### src/rtl/neurosync_engine.sv
// neurosync_engine
// ----------------
// Simon-style memory game engine over N_BUTTONS buttons/LEDs. Each round appends
// one pseudo-random element to a stored sequence, replays the whole sequence on
// the LEDs, then checks the player's repetition under a per-move timeout.
//
// Ports
//   clock    : rising-edge clock
//   reset    : synchronous, active-high
//   jogar    : start request, honoured only in IDLE, WIN and LOSE
//   nivel    : sampled with an accepted jogar; 0 -> SEQ_DEPTH/2 rounds, 1 -> SEQ_DEPTH
//   botoes   : synchronised, debounced buttons (active-high)
//   leds     : one-hot while an element is shown, otherwise 0
//   acertos  : number of completed rounds
//   pronto   : game over (WIN or LOSE)
//   ganhou   : WIN
//   perdeu   : LOSE
//   timeout  : LOSE caused by the per-move timer
//
// Optional debug ports, present only when NEUROSYNC_DEBUG_EN is defined:
//   db_estado    : state encoding (IDLE=0 .. LOSE=7)
//   db_jogada    : last single-button move seen in WAIT
//   db_sequencia : stored element at the current move index

module neurosync_engine #(
    parameter int N_BUTTONS      = 4,
    parameter int SEQ_DEPTH      = 16,
    parameter int LED_ON_CYCLES  = 1000,
    parameter int LED_OFF_CYCLES = 500,
    parameter int TIMEOUT_CYCLES = 5000
) (
    input  logic                                 clock,
    input  logic                                 reset,
    input  logic                                 jogar,
    input  logic                                 nivel,
    input  logic [N_BUTTONS-1:0]                 botoes,
    output logic [N_BUTTONS-1:0]                 leds,
    output logic [$clog2(SEQ_DEPTH+1)-1:0]       acertos,
    output logic                                 pronto,
    output logic                                 ganhou,
    output logic                                 perdeu,
    output logic                                 timeout
`ifdef NEUROSYNC_DEBUG_EN
    ,
    output logic [3:0]                           db_estado,
    output logic [$clog2(N_BUTTONS)-1:0]         db_jogada,
    output logic [$clog2(N_BUTTONS)-1:0]         db_sequencia
`endif
);

    localparam int IW   = $clog2(N_BUTTONS);
    localparam int RW   = $clog2(SEQ_DEPTH + 1);
    localparam int AW   = (SEQ_DEPTH > 1) ? $clog2(SEQ_DEPTH) : 1;
    localparam int TMAX = (LED_ON_CYCLES > LED_OFF_CYCLES)
                        ? ((LED_ON_CYCLES > TIMEOUT_CYCLES) ? LED_ON_CYCLES : TIMEOUT_CYCLES)
                        : ((LED_OFF_CYCLES > TIMEOUT_CYCLES) ? LED_OFF_CYCLES : TIMEOUT_CYCLES);
    localparam int TW   = $clog2(TMAX + 1);

    typedef enum logic [2:0] {
        S_IDLE     = 3'd0,
        S_APPEND   = 3'd1,
        S_SHOW_ON  = 3'd2,
        S_SHOW_OFF = 3'd3,
        S_WAIT     = 3'd4,
        S_ROUND_OK = 3'd5,
        S_WIN      = 3'd6,
        S_LOSE     = 3'd7
    } state_t;

    state_t               state_q, state_d;
    logic [15:0]          lfsr_q;
    logic [N_BUTTONS-1:0] botoes_prev_q;
    logic [RW-1:0]        acertos_q, acertos_d;
    logic                 nivel_q, nivel_d;
    logic [AW-1:0]        disp_idx_q, disp_idx_d;
    logic [AW-1:0]        move_idx_q, move_idx_d;
    logic [TW-1:0]        timer_q, timer_d;
    logic                 timeout_q, timeout_d;
    logic [IW-1:0]        seq_q [SEQ_DEPTH];
    logic                 seq_we;

    logic                 move_evt;
    logic                 move_single;
    logic [IW-1:0]        move_val;
    logic [IW-1:0]        seq_at_move;
    logic [RW-1:0]        acertos_inc;
    logic [RW-1:0]        target_len;

    // ------------------------------------------------------------------
    // Free-running random source: right-shifting Fibonacci LFSR with
    // taps 16,14,13,11 (bit 0 is tap 16).
    // ------------------------------------------------------------------
    always_ff @(posedge clock) begin
        if (reset) begin
            lfsr_q <= 16'hACE1;
        end else begin
            lfsr_q <= {lfsr_q[0] ^ lfsr_q[2] ^ lfsr_q[3] ^ lfsr_q[5], lfsr_q[15:1]};
        end
    end

    // ------------------------------------------------------------------
    // Move detection. The previous-cycle sample is tracked in every state,
    // so a button still held on entry to WAIT never looks like a new press.
    // ------------------------------------------------------------------
    always_ff @(posedge clock) begin
        if (reset) begin
            botoes_prev_q <= '0;
        end else begin
            botoes_prev_q <= botoes;
        end
    end

    assign move_evt    = (botoes != '0) && (botoes_prev_q == '0);
    assign move_single = (botoes & (botoes - N_BUTTONS'(1))) == '0;

    always_comb begin
        move_val = '0;
        for (int unsigned i = 0; i < N_BUTTONS; i++) begin
            if (botoes[i]) begin
                move_val = IW'(i);
            end
        end
    end

    // ------------------------------------------------------------------
    // Sequence register file (no reset; contents are only read after
    // being written in the current game).
    // ------------------------------------------------------------------
    always_ff @(posedge clock) begin
        if (seq_we) begin
            seq_q[acertos_q[AW-1:0]] <= lfsr_q[IW-1:0];
        end
    end

    assign seq_at_move = seq_q[move_idx_q];
    assign acertos_inc = acertos_q + RW'(1);
    assign target_len  = nivel_q ? RW'(SEQ_DEPTH) : RW'(SEQ_DEPTH / 2);

    // ------------------------------------------------------------------
    // State and datapath registers
    // ------------------------------------------------------------------
    always_ff @(posedge clock) begin
        if (reset) begin
            state_q    <= S_IDLE;
            acertos_q  <= '0;
            nivel_q    <= 1'b0;
            disp_idx_q <= '0;
            move_idx_q <= '0;
            timer_q    <= '0;
            timeout_q  <= 1'b0;
        end else begin
            state_q    <= state_d;
            acertos_q  <= acertos_d;
            nivel_q    <= nivel_d;
            disp_idx_q <= disp_idx_d;
            move_idx_q <= move_idx_d;
            timer_q    <= timer_d;
            timeout_q  <= timeout_d;
        end
    end

    // ------------------------------------------------------------------
    // Next-state logic
    // ------------------------------------------------------------------
    always_comb begin
        state_d    = state_q;
        acertos_d  = acertos_q;
        nivel_d    = nivel_q;
        disp_idx_d = disp_idx_q;
        move_idx_d = move_idx_q;
        timer_d    = timer_q;
        timeout_d  = timeout_q;
        seq_we     = 1'b0;

        unique case (state_q)
            S_IDLE, S_WIN, S_LOSE: begin
                if (jogar) begin
                    nivel_d   = nivel;
                    acertos_d = '0;
                    timeout_d = 1'b0;
                    state_d   = S_APPEND;
                end
            end

            S_APPEND: begin
                seq_we     = 1'b1;
                disp_idx_d = '0;
                timer_d    = '0;
                state_d    = S_SHOW_ON;
            end

            S_SHOW_ON: begin
                if (timer_q == TW'(LED_ON_CYCLES - 1)) begin
                    timer_d = '0;
                    state_d = S_SHOW_OFF;
                end else begin
                    timer_d = timer_q + TW'(1);
                end
            end

            S_SHOW_OFF: begin
                if (timer_q == TW'(LED_OFF_CYCLES - 1)) begin
                    timer_d = '0;
                    if (RW'(disp_idx_q) == acertos_q) begin
                        move_idx_d = '0;
                        state_d    = S_WAIT;
                    end else begin
                        disp_idx_d = disp_idx_q + AW'(1);
                        state_d    = S_SHOW_ON;
                    end
                end else begin
                    timer_d = timer_q + TW'(1);
                end
            end

            S_WAIT: begin
                // A move in the final timer cycle wins over the timeout.
                if (move_evt) begin
                    if (move_single && (move_val == seq_at_move)) begin
                        if (RW'(move_idx_q) == acertos_q) begin
                            state_d = S_ROUND_OK;
                        end else begin
                            move_idx_d = move_idx_q + AW'(1);
                            timer_d    = '0;
                        end
                    end else begin
                        timeout_d = 1'b0;
                        state_d   = S_LOSE;
                    end
                end else if (timer_q == TW'(TIMEOUT_CYCLES - 1)) begin
                    timeout_d = 1'b1;
                    state_d   = S_LOSE;
                end else begin
                    timer_d = timer_q + TW'(1);
                end
            end

            S_ROUND_OK: begin
                acertos_d = acertos_inc;
                if (acertos_inc == target_len) begin
                    state_d = S_WIN;
                end else begin
                    state_d = S_APPEND;
                end
            end

            default: begin
                state_d = S_IDLE;
            end
        endcase
    end

    // ------------------------------------------------------------------
    // Outputs: decoded from registered state only
    // ------------------------------------------------------------------
    always_comb begin
        leds = '0;
        if (state_q == S_SHOW_ON) begin
            leds = N_BUTTONS'(1) << seq_q[disp_idx_q];
        end
    end

    assign acertos = acertos_q;
    assign pronto  = (state_q == S_WIN) || (state_q == S_LOSE);
    assign ganhou  = (state_q == S_WIN);
    assign perdeu  = (state_q == S_LOSE);
    assign timeout = timeout_q && (state_q == S_LOSE);

`ifdef NEUROSYNC_DEBUG_EN
    logic [IW-1:0] db_jogada_q;

    always_ff @(posedge clock) begin
        if (reset) begin
            db_jogada_q <= '0;
        end else if ((state_q == S_WAIT) && move_evt && move_single) begin
            db_jogada_q <= move_val;
        end
    end

    assign db_estado    = {1'b0, state_q};
    assign db_jogada    = db_jogada_q;
    assign db_sequencia = seq_at_move;
`endif

endmodule

### config.mk
export PLATFORM = sky130hd
export DESIGN_NAME = neurosync_engine
export DESIGN_NICKNAME = d
export VERILOG_FILES = /design/src/rtl/neurosync_engine.sv
export SDC_FILE = /design/constraint.sdc
export NUM_CORES = 1
export LEC_CHECK = 0
export ABC_AREA = 1
export BUFFER_PORTS_ARGS = -buffer_cell sky130_fd_sc_hd__buf_2
export CAP_MARGIN = 20
export CORE_MARGIN = 1
export CORE_UTILIZATION = 45
export DETAILED_ROUTE_END_ITERATION = 12
export SLEW_MARGIN = 20
export SYNTH_ARGS = -nofsm -noshare
export SYNTH_HDL_FRONTEND = slang
export SYNTH_SLANG_ARGS = --single-unit
### constraint.sdc
create_clock -name clock -period 1.7 [get_ports clock]
set_input_delay 0.34 -clock clock [delete_from_list [all_inputs] [get_ports clock]]
set_output_delay 0.34 -clock clock [all_outputs]
set_load 0.005 [all_outputs]
Word-level counts from Yosys, hierarchy flattened
Memory sizes are Yosys's and may differ from the RTL's. A register that Yosys moved wholly into a read port is not among the register bits. Cells that the tools add are included.

Logic and storage cells: 114. Register bits after elaboration: 51. Output and inout bits: 13. Memories kept: 1. Bits in writable memories: 32.

Memories: seq_q (words 16, bits a word 2, rd ports 2, clocked after memory_dff 2, write ports 1, RTL line 79) `logic [IW-1:0] seq_q [SEQ_DEPTH];`.

Shift operators: 1. Bitwise operators: 4. Equality and inequality tests: 28. Reductions and logical operators: 21. Add/sub/neg operators: 5. Muxes and demuxes: 45.

Operator list (count): $mux 13 (6); $pmux 13 s4 (1); $mux 4 (12); $mux 3 (9); $pmux 3 s6 (1); $ne 2x2->1 const B (8); $pmux 4 s2 (2); $ne 3x3->1 const B (5); $add 13x1->13 const B (1); $eq 13x10->1 const B (1); $eq 13x13->1 const B (1); $eq 13x9->1 const B (1); $eq 3x3->1 const B (4); $eq 4x5->1 (2); $mux 5 (2); $pmux 5 s2 (1); $add 4x1->4 const B (2); $logic_not 4->1 (2); $mux 1 (8); $reduce_and 4->1 (2); $reduce_bool 2->1 (4); $reduce_bool 4->1 (2); $eq 3x2->1 const B (2); $reduce_and 6->1 (1); 18 further kinds (24).

Depth between registers and ports, before layout
Word-level depth: 10. Depth in mapped cells: 15.

Worst setup path before layout
No wires, ideal clock.

Path type: reg-to-reg. Start point: register acertos_q[0], in the netlist acertos[0]. End point: register timer_q[10]. Path slack: -57 ps. Cell stages (with the launch flop): 11. Data arrival time: 1642 ps. Library setup time: 115 ps. Cells stage by stage: dfxtp_1 > inv_1 > o22ai_1 > nor2_1 > o2111ai_1 > nor2_1 > a21oi_4 > buf_2 > nand3_1 > nand2_1 > nor2_1.

Longest elaborated chain between the ends: 3.

RTL lines: start, declared (RTL line 73) `logic [RW-1:0] acertos_q, acertos_d;`; start signal, assigned (RTL line 153) `acertos_q <= acertos_d;`; $eq 4x5->1 (RTL line 220) `if (RW'(move_idx_q) == acertos_q) begin`; $ne 3x3->1 (no line); $reduce_and 4->1 (no line); end signal, assigned (RTL line 157) `timer_q <= timer_d;`; end, declared (RTL line 77) `logic [TW-1:0] timer_q, timer_d;`.

No other way between the ends. A chain may end at the register's enable or synchronous reset.

==> summary.txt <==
STATUS
---------------------------------------------------------------------------------------
Outcome                                                                    finished with violations
Violated checks                                                            negative setup slack

FINISH
---------------------------------------------------------------------------------------
Layout cell share with drive strength beyond 1                                    0.379
Diodes inserted                                                                       0
Post-synthesis to final-layout area growth                                        39.7%
Final core utilization                                                            0.657
Final cell count without fillers                                                    877
Net count of the finished layout                                                    754
Most frequent cells in the layout                                          sky130_fd_sc_hd__nand2_1, sky130_fd_sc_hd__buf_4, sky130_fd_sc_hd__nor2_1
Most common cell after layout, fill and taps aside                         sky130_fd_sc_hd__nand2_1

SYNTH
---------------------------------------------------------------------------------------
Avg Cell Area, Syn                                                             7.54 um2
Number of enable-type register cells in the synthesized netlist                      32
Sequential element share of the synthesized area                                  0.460
Number of warnings printed during yosys synthesis                                     0
Post-synthesis net count                                                            633
Asr flop ratio synth                                                                  0
Dominant register cell in the synthesized netlist                          sky130_fd_sc_hd__dfxtp_1
Unique cell type count in the Yosys netlist                                          41
Number of storage elements in the synthesis netlist                                  91
Combined area of all synthesized cells                                         4660 um2
Syn Inst Count                                                                      618

PLACED DESIGN
---------------------------------------------------------------------------------------
Number of placed instances, taps included                                           844
Port buffer count                                                                    20
HPWL Detailed                                                                   8.52 mm
Pre-CTS WS                                                                    -0.216 ns
Final Wtd Congestion                                                              0.910

TIMING
---------------------------------------------------------------------------------------
Worst rel slew slack                                                              0.529
Fin. Hold Viols                                                                       0
Unrepaired setup endpoints after global routing                                     yes
Number of setup violations in the final report                                       35
Post-route worst setup slack                                                  -0.377 ns
Worst slew pin tran                                                            0.705 ns
Fmax                                                                          0.482 GHz
Period Utilization, post-route                                                     1.22
Final critical-path required period                                             2.08 ns
Worst clock skew on the final layout                                         0.00680 ns
Max-slew violation count                                                              0

WORST SETUP PATH
---------------------------------------------------------------------------------------
Startpoint type of the worst setup path                                        register
Critical Path, Cell by Cell                                                clkbuf_16 -> a21oi_2 -> o21ai_1 -> nand2_1 -> o221ai_2 -> nand3_1 -> nor2_1 -> buf_2
Critical Path End Type                                                       output pin
Data required, critical path                                                    1.36 ns
Critical Path Max Stage Delay                                                   0.42 ns
Crit path DAT                                                                   1.74 ns
Cell at the slowest stage of the critical path                             sky130_fd_sc_hd__dfxtp_4
Worst Path Class, Setup                                                         reg2out
Worst-path maximum fanout                                                             8

CLOCKING
---------------------------------------------------------------------------------------
Total number of H-tree levels                                                         3
Worst-path clk slew                                                             0.09 ns
Root buffer selected by CTS                                                sky130_fd_sc_hd__clkbuf_8
Clock Tree Buf Depth                                                                  2
Source-to-sink clock delay at the later pin of the worst-skew pair              0.37 ns
Clock tree from TritonCTS                                                          done
Number of hold buffers added after cts                                                0
CTS buffer count                                                                      9
Sink count of the clock tree                                                         91

GLOBAL ROUTE
---------------------------------------------------------------------------------------
Global-route usage over all layers                                                0.239
Via count of the first global-routing pass                                         4414
Global route hottest layer                                                         met2
Global-route wire length before repair                                          20.6 mm
Met2 routing resource usage after global routing                                  0.395
GRT overflow                                                                          0
Global Route met1 Usage                                                           0.291
Initial antenna violation count                                                       0
GR met3 Demand/Resource                                                          0.0522
Pin count of the biggest net entering global routing                                 33

FLOORPLANNING
---------------------------------------------------------------------------------------
Core outline area                                                              9910 um2
Floorplan die area                                                            10800 um2
FP Rows                                                                              36
Chip Width                                                                       104 um
Initial standard-cell utilization of the core                                     0.470
Die Ht                                                                           104 um
Ports                                                                                21

ROUTING
---------------------------------------------------------------------------------------
WL per Instance                                                                 14.8 um
Router iterations before antenna repair                                               7
DRC Markers                                                                           0
Number of violations reported at the end of detailed-routing iteration 0            189
Antenna-violating nets left                                                           0
Detailed-route via count                                                           4622
Via density per instance                                                           5.27
Detailed Route WL                                                               13.0 mm

JOB
---------------------------------------------------------------------------------------
Number of violations of the max-capacitance limit                                     0

PWR
---------------------------------------------------------------------------------------
Power per unit of standard cell area                                        1190 nW/um2
Static Leakage                                                                  2.72 nW
Worst voltage drop across the vdd grid                                       0.000808 V

MIN PATH
---------------------------------------------------------------------------------------
Type of the worst min-delay path                                                 in2reg

-- final cells by class --
cell class | instances | area, um2
clock buffer | 12 | 178
clock inverter | 4 | 53.8
fill | 830 | 3400
inverter | 81 | 313
multi-input combinational | 433 | 2610
sequential | 91 | 2170
tap | 133 | 166
timing repair buffer | 123 | 1030
-- cell families after synthesis --
logic type / synth area share
xor gates and xnor gates: 0.0150
AOI/OAI and AO/OA: 0.114
DFF: 0.460
buffers and inverters: 0.0876
and+or+nand+nor: 0.305
adders and majority gates: 0.0188
-- state kept, by name, summed over array words and instances (netlist names), named ones only --
register	flops
acertos	5
disp_idx_q	4
move_idx_q	4
seq_q	32
botoes_prev_q	4
lfsr_q	16
state_q	3
nivel_q	1
timeout_q	1
timer_q	13
-- cells in the mapped netlist (all sizes together) (2+ instances only) --
cell type | number | area (um2)
nand4 | 7 | 43.8
nand3b | 4 | 30.0
or2 | 12 | 75.1
buf | 8 | 70.1
edfxtp | 32 | 961
inv | 80 | 300
nor2 | 101 | 389
o21bai | 2 | 15.0
a21oi | 42 | 221
nand3 | 58 | 318
clkbuf | 8 | 33.8
nand2 | 123 | 469
ha | 7 | 87.6
o221ai | 3 | 26.3
dfxtp | 59 | 1180
o211ai | 11 | 82.6
nor3 | 13 | 70.1
xnor2 | 3 | 26.3
xor2 | 5 | 43.8
o21ai | 32 | 160
-- through the flow --
step	hold slack, ns	power [mW]	instance area, um2	setup TNS (ns)
3_5_place_dp	0.392	5.26	5540	-4.78
5_1_grt	0.217	8.15	6510	-11.10
2_1_floorplan	0.388	4.38	4670	0
4_1_cts	0.193	7.34	6160	-5.43
6_report	0.203	7.71	6510	-7.12
3_3_place_gp	0.389	5.20	5540	-4.19
-- layer usage --
metal	routed length, um	vias up
li1	-	2279
met5	0	-
met1	5600	2161
met3	642	40
met2	6280	142
met4	482	0
-- path summary, 6_finish.rpt --
kind / startpoint / end / slack (ns) / depth (start not counted)
setup / recovery: register / leds[0] / -0.38 / 8
hold / removal: botoes[0] / botoes_prev_q[0] / 0.20 / 3
setup reg to reg: register / timer_q[12] / -0.26 / 13
hold reg to reg: lfsr_q[13] / lfsr_q[12] / 0.40 / 2
-- timing repair --
item,in CTS,in global routing
resized for setup,75,84
pin swaps,18,40
setup endpoints to repair,47,66
gates cloned,5,3
setup buffers,4,5
-- worst max-delay path, delay by kind of cell (launching register included) --
family	cells	cell delay, ns
simple gates	3	0.31
buf+inv	2	0.28
compound gates	3	0.36
flops	1	0.42
-- where the power goes --
part	internal, mW	switching (mW)
logic	1.51	1.87
registers	2.48	0.197
clock network	0.864	0.791
total	4.86	2.86
No activity file was read; power rests on OpenSTA's default activity.
